$ cat config.mk
export PLATFORM = sky130hd
export DESIGN_NAME = adc_conv_scheduler
export DESIGN_NICKNAME = d
export VERILOG_FILES = /design/src/rtl/adc_seq_pkg.sv /design/src/rtl/sync_edge_det.sv /design/src/rtl/adc_conv_scheduler.sv
export SDC_FILE = /design/constraint.sdc
export NUM_CORES = 1
export LEC_CHECK = 0
export ABC_AREA = 1
export BUFFER_PORTS_ARGS = -buffer_cell sky130_fd_sc_hd__buf_4
export CORE_MARGIN = 2
export CORE_UTILIZATION = 45
export DETAILED_ROUTE_END_ITERATION = 7
export GPL_ROUTABILITY_DRIVEN = 0
export PLACE_DENSITY_LB_ADDON = 0.08
export REMOVE_ABC_BUFFERS = 1
export SETUP_SLACK_MARGIN = 0.02
export SLEW_MARGIN = 30
export SYNTH_ARGS = -nofsm -noshare
export SYNTH_HDL_FRONTEND = slang
export SYNTH_SLANG_ARGS = --single-unit
$ cat constraint.sdc
create_clock -name clk -period 4.8 [get_ports clk]
set_clock_uncertainty 0.05 [all_clocks]
set_input_delay 0 -clock clk [delete_from_list [all_inputs] [get_ports clk]]
set_output_delay 0 -clock clk [all_outputs]
set_load 0.05 [all_outputs]
$ cat src/rtl/adc_seq_pkg.sv
// ---------------------------------------------------------------------------
// adc_seq_pkg
// Shared definitions for the ADC conversion scheduler: sequencer state
// encoding, oversample codes, result/accumulator widths and a helper that
// turns an oversample code into the number of conversions it requests.
// ---------------------------------------------------------------------------
package adc_seq_pkg;

    localparam int RESULT_W = 12;   // SAR result width
    localparam int ACC_W    = 15;   // holds 8 x 4095 without overflow

    // Oversample codes: 2^code conversions are averaged.
    localparam logic [1:0] OSR_X1 = 2'd0;
    localparam logic [1:0] OSR_X2 = 2'd1;
    localparam logic [1:0] OSR_X4 = 2'd2;
    localparam logic [1:0] OSR_X8 = 2'd3;

    typedef enum logic [2:0] {
        ST_IDLE = 3'd0,
        ST_ARM  = 3'd1,
        ST_WAIT = 3'd2,
        ST_ACC  = 3'd3,
        ST_DONE = 3'd4
    } state_t;

    // Number of conversions requested by an oversample code.
    function automatic logic [3:0] conv_total(input logic [1:0] code);
        return 4'd1 << code;
    endfunction

endpackage

$ cat src/rtl/sync_edge_det.sv
// ---------------------------------------------------------------------------
// sync_edge_det
// Two-flop synchroniser followed by a rising-edge detector.
//   clk   : destination clock
//   rst   : asynchronous active-high reset, clears all flops
//   din   : asynchronous input
//   pulse : one clk-cycle pulse after a synchronised 0->1 transition
// ---------------------------------------------------------------------------
module sync_edge_det (
    input  logic clk,
    input  logic rst,
    input  logic din,
    output logic pulse
);

    logic meta;
    logic sync;
    logic sync_d;

    always_ff @(posedge clk or posedge rst) begin
        if (rst) begin
            meta   <= 1'b0;
            sync   <= 1'b0;
            sync_d <= 1'b0;
        end else begin
            meta   <= din;
            sync   <= meta;
            sync_d <= sync;
        end
    end

    assign pulse = sync & ~sync_d;

endmodule

$ cat src/rtl/adc_conv_scheduler.sv
// ---------------------------------------------------------------------------
// adc_conv_scheduler
// Sequences one or more SAR conversions per request and averages them.
//   clk, rst        : clock, asynchronous active-high reset
//   start           : one-cycle request for an averaged conversion
//   osr             : oversample code (1/2/4/8 conversions)
//   sel_12b_in      : requested 12-bit mode
//   cal_req         : one-cycle request for a calibration conversion
//   clear_err       : clears timeout_err (a simultaneous set wins)
//   adc_done        : asynchronous done flag from the SAR FSM
//   adc_result      : SAR result
//   st_conv         : start-conversion pulse, ST_CONV_CYCLES wide
//   sel_12b, cal    : mode latched for the run, driven to the SAR FSM
//   avg_out         : averaged result, held between runs
//   avg_valid       : one-cycle pulse when avg_out updates
//   busy            : sequencer not idle
//   timeout_err     : sticky, set when adc_done does not arrive in time
//   fsm_state       : current sequencer state, for observation
// Handshake: start/cal_req are sampled only in IDLE; every other cycle they
// are ignored. adc_done is edge-sensitive and only honoured in WAIT.
// ---------------------------------------------------------------------------
module adc_conv_scheduler
    import adc_seq_pkg::*;
#(
    parameter int ST_CONV_CYCLES = 2,
    parameter int TIMEOUT_CYCLES = 64
) (
    input  logic                clk,
    input  logic                rst,
    input  logic                start,
    input  logic [1:0]          osr,
    input  logic                sel_12b_in,
    input  logic                cal_req,
    input  logic                clear_err,
    input  logic                adc_done,
    input  logic [RESULT_W-1:0] adc_result,
    output logic                st_conv,
    output logic                sel_12b,
    output logic                cal,
    output logic [RESULT_W-1:0] avg_out,
    output logic                avg_valid,
    output logic                busy,
    output logic                timeout_err,
    output logic [2:0]          fsm_state
);

    localparam int TO_W = $clog2(TIMEOUT_CYCLES + 1);

    state_t            state;
    logic [1:0]        osr_q;
    logic              cal_run;
    logic [3:0]        st_cnt;
    logic [TO_W-1:0]   to_cnt;
    logic [3:0]        conv_cnt;
    logic [ACC_W-1:0]  acc;
    logic [ACC_W-1:0]  acc_shifted;
    logic              done_edge;

    sync_edge_det u_done_sync (
        .clk   (clk),
        .rst   (rst),
        .din   (adc_done),
        .pulse (done_edge)
    );

    assign acc_shifted = acc >> osr_q;
    assign fsm_state   = state;

    always_ff @(posedge clk or posedge rst) begin
        if (rst) begin
            state       <= ST_IDLE;
            osr_q       <= OSR_X1;
            cal_run     <= 1'b0;
            st_cnt      <= '0;
            to_cnt      <= '0;
            conv_cnt    <= '0;
            acc         <= '0;
            st_conv     <= 1'b0;
            sel_12b     <= 1'b0;
            cal         <= 1'b0;
            avg_out     <= '0;
            avg_valid   <= 1'b0;
            busy        <= 1'b0;
            timeout_err <= 1'b0;
        end else begin
            avg_valid <= 1'b0;
            // Clear first so that a timeout in the same cycle overrides it.
            if (clear_err) timeout_err <= 1'b0;

            case (state)
                ST_IDLE: begin
                    acc      <= '0;
                    conv_cnt <= '0;
                    if (start || cal_req) begin
                        osr_q   <= osr;
                        sel_12b <= sel_12b_in;
                        cal_run <= cal_req;   // cal_req wins; start is dropped
                        cal     <= cal_req;
                        busy    <= 1'b1;
                        st_conv <= 1'b1;
                        st_cnt  <= '0;
                        state   <= ST_ARM;
                    end
                end

                // st_conv is already high on ARM entry, so it stays high for
                // exactly ST_CONV_CYCLES cycles.
                ST_ARM: begin
                    if (st_cnt == 4'(ST_CONV_CYCLES - 1)) begin
                        st_conv <= 1'b0;
                        to_cnt  <= '0;
                        state   <= ST_WAIT;
                    end else begin
                        st_cnt <= st_cnt + 4'd1;
                    end
                end

                ST_WAIT: begin
                    if (done_edge) begin
                        acc      <= acc + {{(ACC_W-RESULT_W){1'b0}}, adc_result};
                        conv_cnt <= conv_cnt + 4'd1;
                        state    <= ST_ACC;
                    end else if (to_cnt == TO_W'(TIMEOUT_CYCLES - 1)) begin
                        timeout_err <= 1'b1;
                        cal         <= 1'b0;
                        busy        <= 1'b0;
                        state       <= ST_IDLE;
                    end else begin
                        to_cnt <= to_cnt + 1'b1;
                    end
                end

                ST_ACC: begin
                    if (cal_run) begin
                        cal   <= 1'b0;
                        busy  <= 1'b0;
                        state <= ST_IDLE;
                    end else if (conv_cnt < conv_total(osr_q)) begin
                        st_conv <= 1'b1;
                        st_cnt  <= '0;
                        state   <= ST_ARM;
                    end else begin
                        state <= ST_DONE;
                    end
                end

                ST_DONE: begin
                    avg_out   <= acc_shifted[RESULT_W-1:0];
                    avg_valid <= 1'b1;
                    busy      <= 1'b0;
                    state     <= ST_IDLE;
                end

                default: begin
                    st_conv <= 1'b0;
                    cal     <= 1'b0;
                    busy    <= 1'b0;
                    state   <= ST_IDLE;
                end
            endcase
        end
    end

endmodule
* After elaboration in Yosys (flattened, before gate mapping)
Index checks and enable logic that the tools add are counted.
** Word-level totals
- Logic and storage cells :: 97
- Bits in registers :: 57
- Output and inout bits :: 21
** Cells by class
- Magnitude comparators :: 1
- Add/sub/neg operators :: 4
- Reductions and logical operators :: 15
- Multiplexer cells :: 36
- Equal/unequal tests :: 17
- Bitwise logic cells :: 5
- Shift-type cells :: 2
** Operator list (count)
- $pmux 15 s2 :: 1
- $mux 7 :: 3
- $mux 4 :: 5
- $ne 2x2->1 const B :: 10
- $reduce_and 5->1 :: 4
- $mux 3 :: 6
- $add 15x12->15 :: 1
- $mux 15 :: 1
- $shr 15x2->12 :: 1
- $pmux 7 s2 :: 1
- $mux 1 :: 13
- $pmux 1 s4 :: 3
- $pmux 3 s4 :: 1
- $pmux 4 s3 :: 1
- $add 4x1->4 const B :: 2
- $pmux 4 s2 :: 1
- $add 7x1->7 const B :: 1
- $eq 7x6->1 const B :: 1
- $eq 3x2->1 const B :: 2
- $eq 4x1->1 const B :: 1
- $lt 4x4->1 :: 1
- $not 1->1 :: 4
- $reduce_and 2->1 :: 2
- $reduce_and 4->1 :: 1
- other kinds (11) :: 13

* Logic depth before layout (Yosys ltp)
Gate-level depths: netlist of the first run.
- Depth in word-level cells :: 5
- Gate-level depth with buffers :: 11

* Modules after synthesis
Synthesis of the first run repeated with hierarchy kept, for this count alone.
** Unflattened totals
- Cell total of the unflattened synthesis :: 480
- Area, all modules :: 3590.9 um2
** By module, submodules not included
- adc_conv_scheduler :: sequential area each 1351.3 um2, area an instance 3502.1 um2, times used 1, cells an instance 474
- sync_edge_det :: sequential area each 75.1 um2, area an instance 88.8 um2, times used 1, cells an instance 6

* Least setup slack after synthesis of the first run
No wires, ideal clock.
- Path type :: reg2reg
- Start point :: register osr_q[1]
- End point :: register st_cnt[2]
- Arrival time :: 1.760 ns
- Stages on the path, launching flop included :: 11
- Period minus slack after synthesis :: 1.927 ns
- Required time :: 4.633 ns
- Setup time :: 0.117 ns
- Path buffers :: 2
- Setup slack :: 2.873 ns
- Cell sequence :: dfrtp_1 > clkbuf_1 > clkbuf_1 > nand2_1 > ha_1 > a21oi_1 > nand2_1 > nand2_1 > nand2_2 > nand2_1 > nand2_1
** On the way
- Word-level cells in the longest chain between the ends :: 4
** Ends and longest elaborated chain
- from (decl) :: line adc_conv_scheduler.sv:50 : logic [1:0] osr_q;
- from (signal assigned) :: line adc_conv_scheduler.sv:95 : osr_q <= osr;
- $shl 1x2->4 :: line adc_seq_pkg.sv:28 : return 4'd1 << code;
- $lt 4x4->1 :: line adc_conv_scheduler.sv:138 : end else if (conv_cnt < conv_total(osr_q)) begin
- $ne 2x2->1 (no source line)
- $reduce_and 5->1 (no source line)
- to (signal assigned) :: line adc_conv_scheduler.sv:114 : st_cnt <= st_cnt + 4'd1;
- to (decl) :: line adc_conv_scheduler.sv:52 : logic [3:0] st_cnt;
Every way passes these cells.
A chain may end at the register's enable or synchronous reset.

* Final worst setup path of the first run
- Start point :: register osr_q[1]
- End point :: register st_cnt[0]
The elaborated chain is that of the path after synthesis.

==> impl_metrics.json, run 1 <==
{
  "clk_latency_ps": 330,
  "final_cell_area_sq_um": 4290,
  "die_area_sq_um": 8710,
  "synth_seq_cells": 57,
  "hpwlAfterDp_mm": 6.31,
  "maxCapViolations": 0,
  "n_antenna_cell": 0,
  "cts_buffers": 9,
  "wl_per_cell_um": 13.2,
  "met2_usage": 0.356,
  "drive_above_1_share": 0.153,
  "synth.cell_area_sq_um": 3590,
  "startpoint_type": "flip-flop",
  "hold_buffers": 8,
  "tns_ps": 0,
  "hold_path_class": "in2reg",
  "grt_max_degree": 58,
  "dieWidth_um": 93.3,
  "p_per_area_nw_per_um2": 604,
  "critical_path_arrival_ps": 2470,
  "drt_iter0_markers": 161,
  "drv_slew": 0,
  "cts_resized": 0,
  "p_switching_mw": 1.24,
  "synth_top_area_share": 0.397,
  "drt_pass1_iterations": 6,
  "multiInputGateArea_sq_um": 1890,
  "grt_use_met1": 0.267,
  "antenna_found_initial": 0,
  "row_count": 32,
  "vias": 3202,
  "clockBufferDepth": 2,
  "async_flop_share": 1.00,
  "grt-busiest-layer": "met2",
  "end_kind": "flip-flop",
  "h-tree-depth": 3,
  "worst_slew_pin_slew_ps": 753,
  "grt_pass1_wl_mm": 14.2,
  "pwr-share-clk": 0.201,
  "root_buffer": "clkbuf_8",
  "critPathKind": "reg2reg",
  "placed_area_sq_um": 3980,
  "min_path_cells": 5,
  "areaGrowthSynthToFinish_pct": 19.4,
  "setup_ws_ps": 2500,
  "drc": 0,
  "avgSynthCellArea_sq_um": 7.48,
  "core-area_sq_um": 7730,
  "p_sw_frac": 0.477,
  "grtUsageMet3": 0.0500,
  "synth-seq-area-share": 0.397,
  "setup_viol": 0,
  "yosysTopAreaCell": "dfrtp_1",
  "drt_wl_total_mm": 8.45,
  "path_max_fanout": 18,
  "finalHoldViolations": 0,
  "die_h_um": 93.3,
  "dp.cells": 614,
  "clkSinkCount": 57,
  "p_int_mw": 1.36,
  "path_clk_slew_ps": 60,
  "synth_edf_count": 0,
  "fillers": 753,
  "max-vdd-ir-drop_mv": 0.404,
  "nets": 572,
  "rsz0062_at_grt": "no",
  "p_seq_frac": 0.303,
  "p_leak_nw": 2.31,
  "status": "finished, final reports clean",
  "fin_cells": 638,
  "ff_latch_area_sq_um": 1430,
  "routed_via_density": 5.02,
  "io_pins": 42,
  "slew_headroom": 0.498,
  "cp.required_ps": 4970,
  "total_power_mw": 2.59,
  "max_freq_mhz": 435,
  "cts_setup_buffers": 0,
  "start_util": 0.465,
  "synthTopCellsByArea": "dfrtp_1 (40%), nand2_1 (16%), ha_1 (6.6%)",
  "overflow": 0,
  "reg2reg_depth": 10,
  "final_antenna_net_count": 0,
  "port_buffers": 41,
  "syn_inst": 480,
  "yosysMostFrequentCell": "nand2_1",
  "synth_cell_types": 40,
  "grtUsageTotal": 0.210,
  "combPwrFrac": 0.496,
  "fin_crit_sh": 0.479,
  "grt_pass1_vias": 3042,
  "synthFlopType": "dfrtp_1",
  "synth_warnings": 0,
  "min_period_ps": 2300,
  "post-place-ws_ps": 2520,
  "synthTopCellsByCount": "nand2_1 (155), dfrtp_1 (57), inv_1 (49), nor2_1 (47), nand3_1 (37)",
  "cts_tree": "built"
}
[cells by family (layout without fill, tap and decap cells)]
logic type | Yosys count | after routing | synth area share
compound gates | 62 | 62 | 0.110
xor+xnor | 11 | 11 | 0.0268
fa+ha+maj | 20 | 20 | 0.0718
buf+inv | 69 | 125 | 0.0773
flops | 57 | 57 | 0.397
mux | 4 | 4 | 0.0111
simple gates | 257 | 257 | 0.305
[power groups by stage]
stage | registers, mW | clock network, mW | logic (mW)
2_1_floorplan | 0.994 | 0 | 0.723
3_3_place_gp | 0.789 | 0 | 1.27
3_5_place_dp | 0.792 | 0 | 1.29
4_1_cts | 0.786 | 0.534 | 1.29
5_1_grt | 0.807 | 0.563 | 1.43
6_report | 0.784 | 0.522 | 1.29
[layer usage]
metal  part of all wire  vias to the layer above
li1                   -                     1648
met1               0.46                     1488
met2               0.49                       55
met3              0.035                       11
met4              0.012                        0
met5                  0                        -
[per-stage QoR]
| step | hold WS, ps | util |
|---|---|---|
| 2_1_floorplan | -18.6 | - |
| 3_3_place_gp | 62.0 | 0.515 |
| 3_5_place_dp | 60.3 | 0.515 |
| 4_1_cts | 53.2 | 0.555 |
| 5_1_grt | 87.4 | 0.555 |
| 6_report | 61.6 | 0.555 |
[cells in the final DEF (no fill, tap or decap), types with 4 or more instances in the layout]
master | netlist | routed
nand3_1 | 37 | 37
a31oi_1 | 4 | 4
o22a_1 | 6 | 6
inv_1 | 49 | 48
dfrtp_1 | 57 | 57
xnor2_1 | 5 | 5
xor2_1 | 6 | 6
clkbuf_8 | 0 | 11
a21oi_1 | 13 | 13
ha_1 | 19 | 19
nor2_1 | 47 | 47
buf_4 | 1 | 42
nand2_1 | 155 | 155
o21ai_0 | 11 | 11
o21ai_1 | 16 | 16
inv_2 | 9 | 10
mux2i_1 | 4 | 4
dlygate4sd3_1 | 0 | 8
[critical path: stages (launching register included)]
cell and delay [ps]:
dfrtp_1 640, inv_1 300, nand2_1 190, ha_1 240
a21boi_1 120, o21bai_1 160, nand2_1 70, nand2_1 190
nand2_2 110, nand2_1 70, nand2_1 50
[flip-flops by register name (all words and copies together), names as in the netlist, 2 cells and up]
signal,count
to_cnt,7
fsm_state,3
osr_q,2
acc,15
conv_cnt,4
avg_out,12
st_cnt,4
[final cells by class]
class | instances | share of cell area
Inverter | 59 | 0.0522
Sequential cell | 57 | 0.332
Timing Repair Buffer | 50 | 0.0922
Multi-Input combinational cell | 354 | 0.440
Clock inverter | 4 | 0.0172
Clock buffer | 12 | 0.0362
Tap cell | 102 | 0.0297
[worst paths after layout]
check	startpoint	endpoint	slack (ps)
worst min register to register	u_done_sync.meta$_DFF_PP0_	u_done_sync.sync$_DFF_PP0_	310
max in group asynchronous	rst	acc[1]$_DFFE_PP0P_	3790
min in group asynchronous	rst	avg_valid$_DFF_PP0_	370
worst max-delay path	osr_q[1]$_DFFE_PP0P_	st_cnt[0]$_DFFE_PP0P_	2500
worst max register to register	osr_q[1]$_DFFE_PP0P_	st_cnt[0]$_DFFE_PP0P_	2500
worst min-delay path	start	sel_12b$_DFFE_PP0P_	60
Note: power is estimated with default switching activity, not from simulation.
==> run 2, diff against run 1 <==
Clock period 4.8 ns to 1.9 ns, I/O delays scaled along.
==> impl_metrics.json, run 2 (same netlist as run 1, synthesis figures left out) <==
{
  "io_pins": 42,
  "path_max_fanout": 3,
  "post-place-ws_ps": 86.8,
  "route.met2.wl_mm": 4.46,
  "layout_commonest_cell": "nand2_1",
  "clockBufferDepth": 2,
  "port_buffers": 41,
  "top_regs": "acc: 15 flops, avg_out: 12 flops, to_cnt: 7 flops",
  "maxCapViolations": 0,
  "end_kind": "flip-flop",
  "vias": 3273,
  "hold_path_class": "in2reg",
  "rsz0062_at_grt": "no",
  "min_period_ps": 1760,
  "grtUsageTotal": 0.221,
  "p_per_area_nw_per_um2": 1540,
  "slowest_stage": "dfrtp_1",
  "startpoint_type": "flip-flop",
  "path_buf_inv": 0,
  "grt_pass1_vias": 3177,
  "path_clk_slew_ps": 70,
  "hpwlAfterDp_mm": 6.47,
  "status": "finished, final reports clean",
  "drv_slew": 0,
  "cts_tree": "built",
  "finalHoldViolations": 0,
  "worst_slew_pin_slew_ps": 431,
  "drt_pass1_iterations": 4,
  "fin_crit_sh": 0.928,
  "drt_wl_total_mm": 8.74,
  "grt_max_degree": 41,
  "final_antenna_net_count": 0,
  "top_layer": "met4",
  "setup_viol": 0,
  "largest_reg_flops": 15,
  "die_area_sq_um": 8710,
  "cts_setup_buffers": 0,
  "h-tree-depth": 3,
  "regMostFlops": "acc",
  "drt_iter0_markers": 143,
  "core-area_sq_um": 7730,
  "root_buffer": "clkbuf_8",
  "grt_pass1_wl_mm": 15.0,
  "wl_per_cell_um": 13.5,
  "die_h_um": 93.3,
  "slew_headroom": 0.712,
  "critPathKind": "reg2reg",
  "crit_path_max_incr_delay_ps": 390,
  "crit_family": "simple AND/OR/NAND/NOR gates",
  "setup_ws_ps": 137,
  "n_antenna_cell": 0,
  "wl_met1_mm": 3.81,
  "max-vdd-ir-drop_mv": 1.10,
  "antenna_found_initial": 0,
  "areaGrowthSynthToFinish_pct": 22.5,
  "clk_latency_ps": 340,
  "routed_via_density": 5.07,
  "nets": 580,
  "cts_buffers": 9,
  "critical_path_arrival_ps": 1950,
  "overflow": 0,
  "row_count": 32,
  "drc": 0,
  "layout_common_cells": "nand2_1 (153), dfrtp_1 (57), inv_1 (48), buf_4 (48), nor2_1 (46)",
  "start_util": 0.465,
  "p_leak_nw": 2.35,
  "worst_path_most_repeated_cell": "nand3_1",
  "max_freq_mhz": 567,
  "drive_above_1_share": 0.178,
  "final_util": 0.569,
  "met3_wirelength_um": 316,
  "cp.required_ps": 2080,
  "crit_chain": "ha_1 -> or2_2 -> and2_1 -> nand3_1 -> nand4_1 -> nand3_1 -> nand2_1",
  "clkSinkCount": 57,
  "dieWidth_um": 93.3
}
## run 2: changes by cell type in the layout (fill, tap and decap cells not counted), moves of 2 or more
cell / previous run / this run
buf_4: 42 / 48
nand2_1: 155 / 153
nor3_2: 2 / 0
nor3_4: 0 / 2
## run 2: cell type report
class,count,area (sq um)
fill,766,3330
multi-input combinational,354,1920
sequential,57,1430
timing repair buffer,58,472
inverter,59,224
clock buffer,10,138
tap,102,128
clock inverter,6,90.1
## run 2: through the flow
stage | area, sq um | std cells | TNS, ps | hold WS, ps | power, mW
global route | 4400 | 646 | 0 | 105 | 7.29
global placement | 4050 | 622 | 0 | -10.8 | 5.34
CTS | 4360 | 646 | 0 | 45.8 | 6.74
floorplan | 3540 | 470 | -408 | -18.6 | 4.34
detailed placement | 4050 | 622 | 0 | -8.05 | 5.38
finish | 4400 | 646 | 0 | 58.1 | 6.77
## run 2: where the power goes
part	internal [mW]	switching, mW	leakage (nW)
clock	0.779	0.546	0.113
sequential	1.56	0.343	0.752
combinational	1.18	2.36	1.49
total	3.52	3.25	2.35
## run 2: repair_timing
action / CTS / global route
endpoints found under the setup margin: 0 / 19
resized for setup: 0 / 10
hold endpoints to repair: 25 / 0
hold buffers: 8 / 0
## run 2: path summary, 6_finish.rpt
| kind | slack [ps] | from | endpoint | cells after the start |
|---|---|---|---|---|
| setup / recovery | 140 | acc[2]$_DFFE_PP0P_ | acc[11]$_DFFE_PP0P_ | 7 |
| hold / removal | 60 | start | sel_12b$_DFFE_PP0P_ | 5 |
| setup reg to reg | 140 | acc[2]$_DFFE_PP0P_ | acc[11]$_DFFE_PP0P_ | 7 |
| hold reg to reg | 310 | u_done_sync.meta$_DFF_PP0_ | u_done_sync.sync$_DFF_PP0_ | 0 |
| max in group asynchronous | 1070 | rst | cal$_DFFE_PP0P_ | 4 |
| min in group asynchronous | 170 | rst | avg_out[8]$_DFFE_PP0P_ | 3 |
## run 2: per-layer routing
layer,GRT usage,vias up
met3,0.0387,8
li1,-,1669
met5,0,-
met1,0.262,1531
met4,0.0956,0
met2,0.391,65
## run 2: worst register-to-register path: cells and delay by family, from the launching register on
| family | cells | cell delay (ps) |
|---|---|---|
| simple gates | 6 | 900 |
| flops | 1 | 390 |
| fa+ha+maj | 1 | 330 |
==> run 3, diff against run 2 <==
Settings changed: BUFFER_PORTS_ARGS -buffer_cell sky130_fd_sc_hd__buf_4 to default, DONT_BUFFER_PORTS from default to 1, SLEW_MARGIN 30 to default.
==> impl_metrics.json, run 3 (same netlist as run 1, synthesis figures left out) <==
{
  "drt_wl_total_mm": 8.71,
  "nets": 549,
  "rr_endpoint": "acc[12]$_DFFE_PP0P_",
  "overflow": 0,
  "wl_per_cell_um": 14.2,
  "clockBufferDepth": 2,
  "startpoint_type": "flip-flop",
  "tns_ps": 0,
  "clk_latency_ps": 340,
  "h-tree-depth": 3,
  "fillers": 765,
  "cts_tree": "built",
  "drc": 0,
  "hpwlAfterDp_mm": 6.57,
  "rsz0062_at_grt": "yes",
  "setup_viol": 0,
  "drt_iter0_markers": 149,
  "worst_slew_pin_slew_ps": 511,
  "max_freq_mhz": 566,
  "maxCapViolations": 0,
  "final_cell_area_sq_um": 4120,
  "critical_path_arrival_ps": 1940,
  "path_max_fanout": 3,
  "max-vdd-ir-drop_mv": 0.911,
  "p_leak_nw": 2.15,
  "grt_pass1_wl_mm": 15.0,
  "largest_reg_flops": 15,
  "cts_buffers": 9,
  "dp.cells": 587,
  "path_clk_slew_ps": 70,
  "status": "finished, final reports clean",
  "crit_chain": "ha_1 -> fa_2 -> nand2_1 -> a21oi_1 -> nand3_1 -> nand3b_1 -> nand3_1 -> nand2_1 -> nor2_1",
  "layout_commonest_cell": "nand2_1",
  "crit_path_end": "acc[12]$_DFFE_PP0P_",
  "drv_slew": 0,
  "io_pins": 42,
  "fin_crit_sh": 0.929,
  "fin_cells": 615,
  "top_regs": "acc: 15 flops, avg_out: 12 flops, to_cnt: 7 flops",
  "row_count": 32,
  "end_kind": "flip-flop",
  "cts_setup_buffers": 0,
  "drive_above_1_share": 0.125,
  "core-area_sq_um": 7730,
  "r2r-start": "acc[0]$_DFFE_PP0P_",
  "post-place-ws_ps": 62.3,
  "regMostFlops": "acc",
  "cp.required_ps": 2070,
  "setup_ws_ps": 134,
  "vias": 3148,
  "ff2ff_setup_slack_ps": 130,
  "placed_area_sq_um": 3790,
  "reg2reg_depth": 9,
  "root_buffer": "clkbuf_8",
  "crit_path_max_incr_delay_ps": 370,
  "slowest_stage": "dfrtp_1",
  "port_buffers": 0,
  "ff_latch_area_sq_um": 1430,
  "fin_hold_ws_ps": 27.7,
  "multiInputGateArea_sq_um": 1920,
  "antenna_found_initial": 0,
  "final_antenna_net_count": 0,
  "finalHoldViolations": 0,
  "grtUsageTotal": 0.223,
  "start_util": 0.465,
  "slew_headroom": 0.659,
  "crit_start": "acc[0]$_DFFE_PP0P_",
  "clkSinkCount": 57,
  "p_per_area_nw_per_um2": 1510,
  "die_area_sq_um": 8710,
  "layout_common_cells": "nand2_1 (153), dfrtp_1 (55), inv_1 (48), nor2_1 (45), nand3_1 (37)",
  "grt_max_degree": 39,
  "n_antenna_cell": 0,
  "drt_pass1_iterations": 4,
  "dieWidth_um": 93.3,
  "routed_via_density": 5.12,
  "grt_pass1_vias": 3145,
  "min_period_ps": 1770,
  "areaGrowthSynthToFinish_pct": 14.6,
  "die_h_um": 93.3,
  "critPathKind": "reg2reg",
  "hold_path_class": "in2reg"
}
## run 3: changes by cell type in the layout (fill, tap and decap cells not counted), moves of 2 or more
cell | previous run | this run
buf_4 | 48 | 14
dfrtp_1 | 57 | 55
dfrtp_2 | 0 | 2
bufinv_16 | 2 | 0
clkinv_2 | 1 | 3
dlygate4sd3_1 | 8 | 12
clkinvlp_4 | 1 | 3
## run 3: worst min-delay path by stage
stage               slack [ps]  depth (start not counted)                          to            from
finish                      30                          4         acc[10]$_DFFE_PP0P_  adc_result[10]
global route                50                          3          acc[4]$_DFFE_PP0P_   adc_result[4]
CTS                         10                          3          acc[4]$_DFFE_PP0P_   adc_result[4]
detailed placement        -130                          1         avg_valid$_DFF_PP0_             rst
global placement          -130                          1         avg_valid$_DFF_PP0_             rst
floorplan                  -20                          0  u_done_sync.meta$_DFF_PP0_        adc_done
## run 3: layout make-up
| cell class | instances | area share |
|---|---|---|
| multi-input cells | 354 | 0.466 |
| flip-flops and latches | 57 | 0.347 |
| repair buffers | 27 | 0.0596 |
| inverters | 59 | 0.0544 |
| well taps | 102 | 0.0310 |
| clock buffers | 9 | 0.0301 |
| clock inverters | 7 | 0.0112 |
## run 3: layer usage
| metal | track usage | vias to the layer above | part of all wire |
|---|---|---|---|
| met2 | 0.366 | 72 | 0.49 |
| met4 | 0.0931 | 0 | 0.020 |
| met5 | 0 | - | 0 |
| li1 | - | 1606 | - |
| met1 | 0.282 | 1457 | 0.45 |
| met3 | 0.0532 | 13 | 0.046 |
## run 3: power by group
group	leakage, nW	switching, mW	total (mW)	internal (mW)
registers	0.749	0.920	2.47	1.55
logic	1.32	1.73	2.72	0.987
clock network	0.0814	0.535	1.00	0.469
total	2.15	3.19	6.20	3.01
## run 3: worst max-delay path: cells and delay by family (launching register included)
family,cells,cell delay [ps]
simple gates,6,520
fa+ha+maj,2,420
flops,1,370
compound gates,1,310
## run 3: through the flow
stage / total power, mW / util
after floorplan: 4.34 / -
after global placement: 5.14 / 0.491
after detailed placement: 5.18 / 0.491
after CTS: 6.23 / 0.528
after global routing: 6.74 / 0.533
final: 6.20 / 0.533
## run 3: timing repair
item | in CTS | in global routing
hold buffers | 12 | 0
resized for setup | 0 | 9
endpoints found under the hold margin | 69 | 0
setup endpoints to repair | 0 | 19
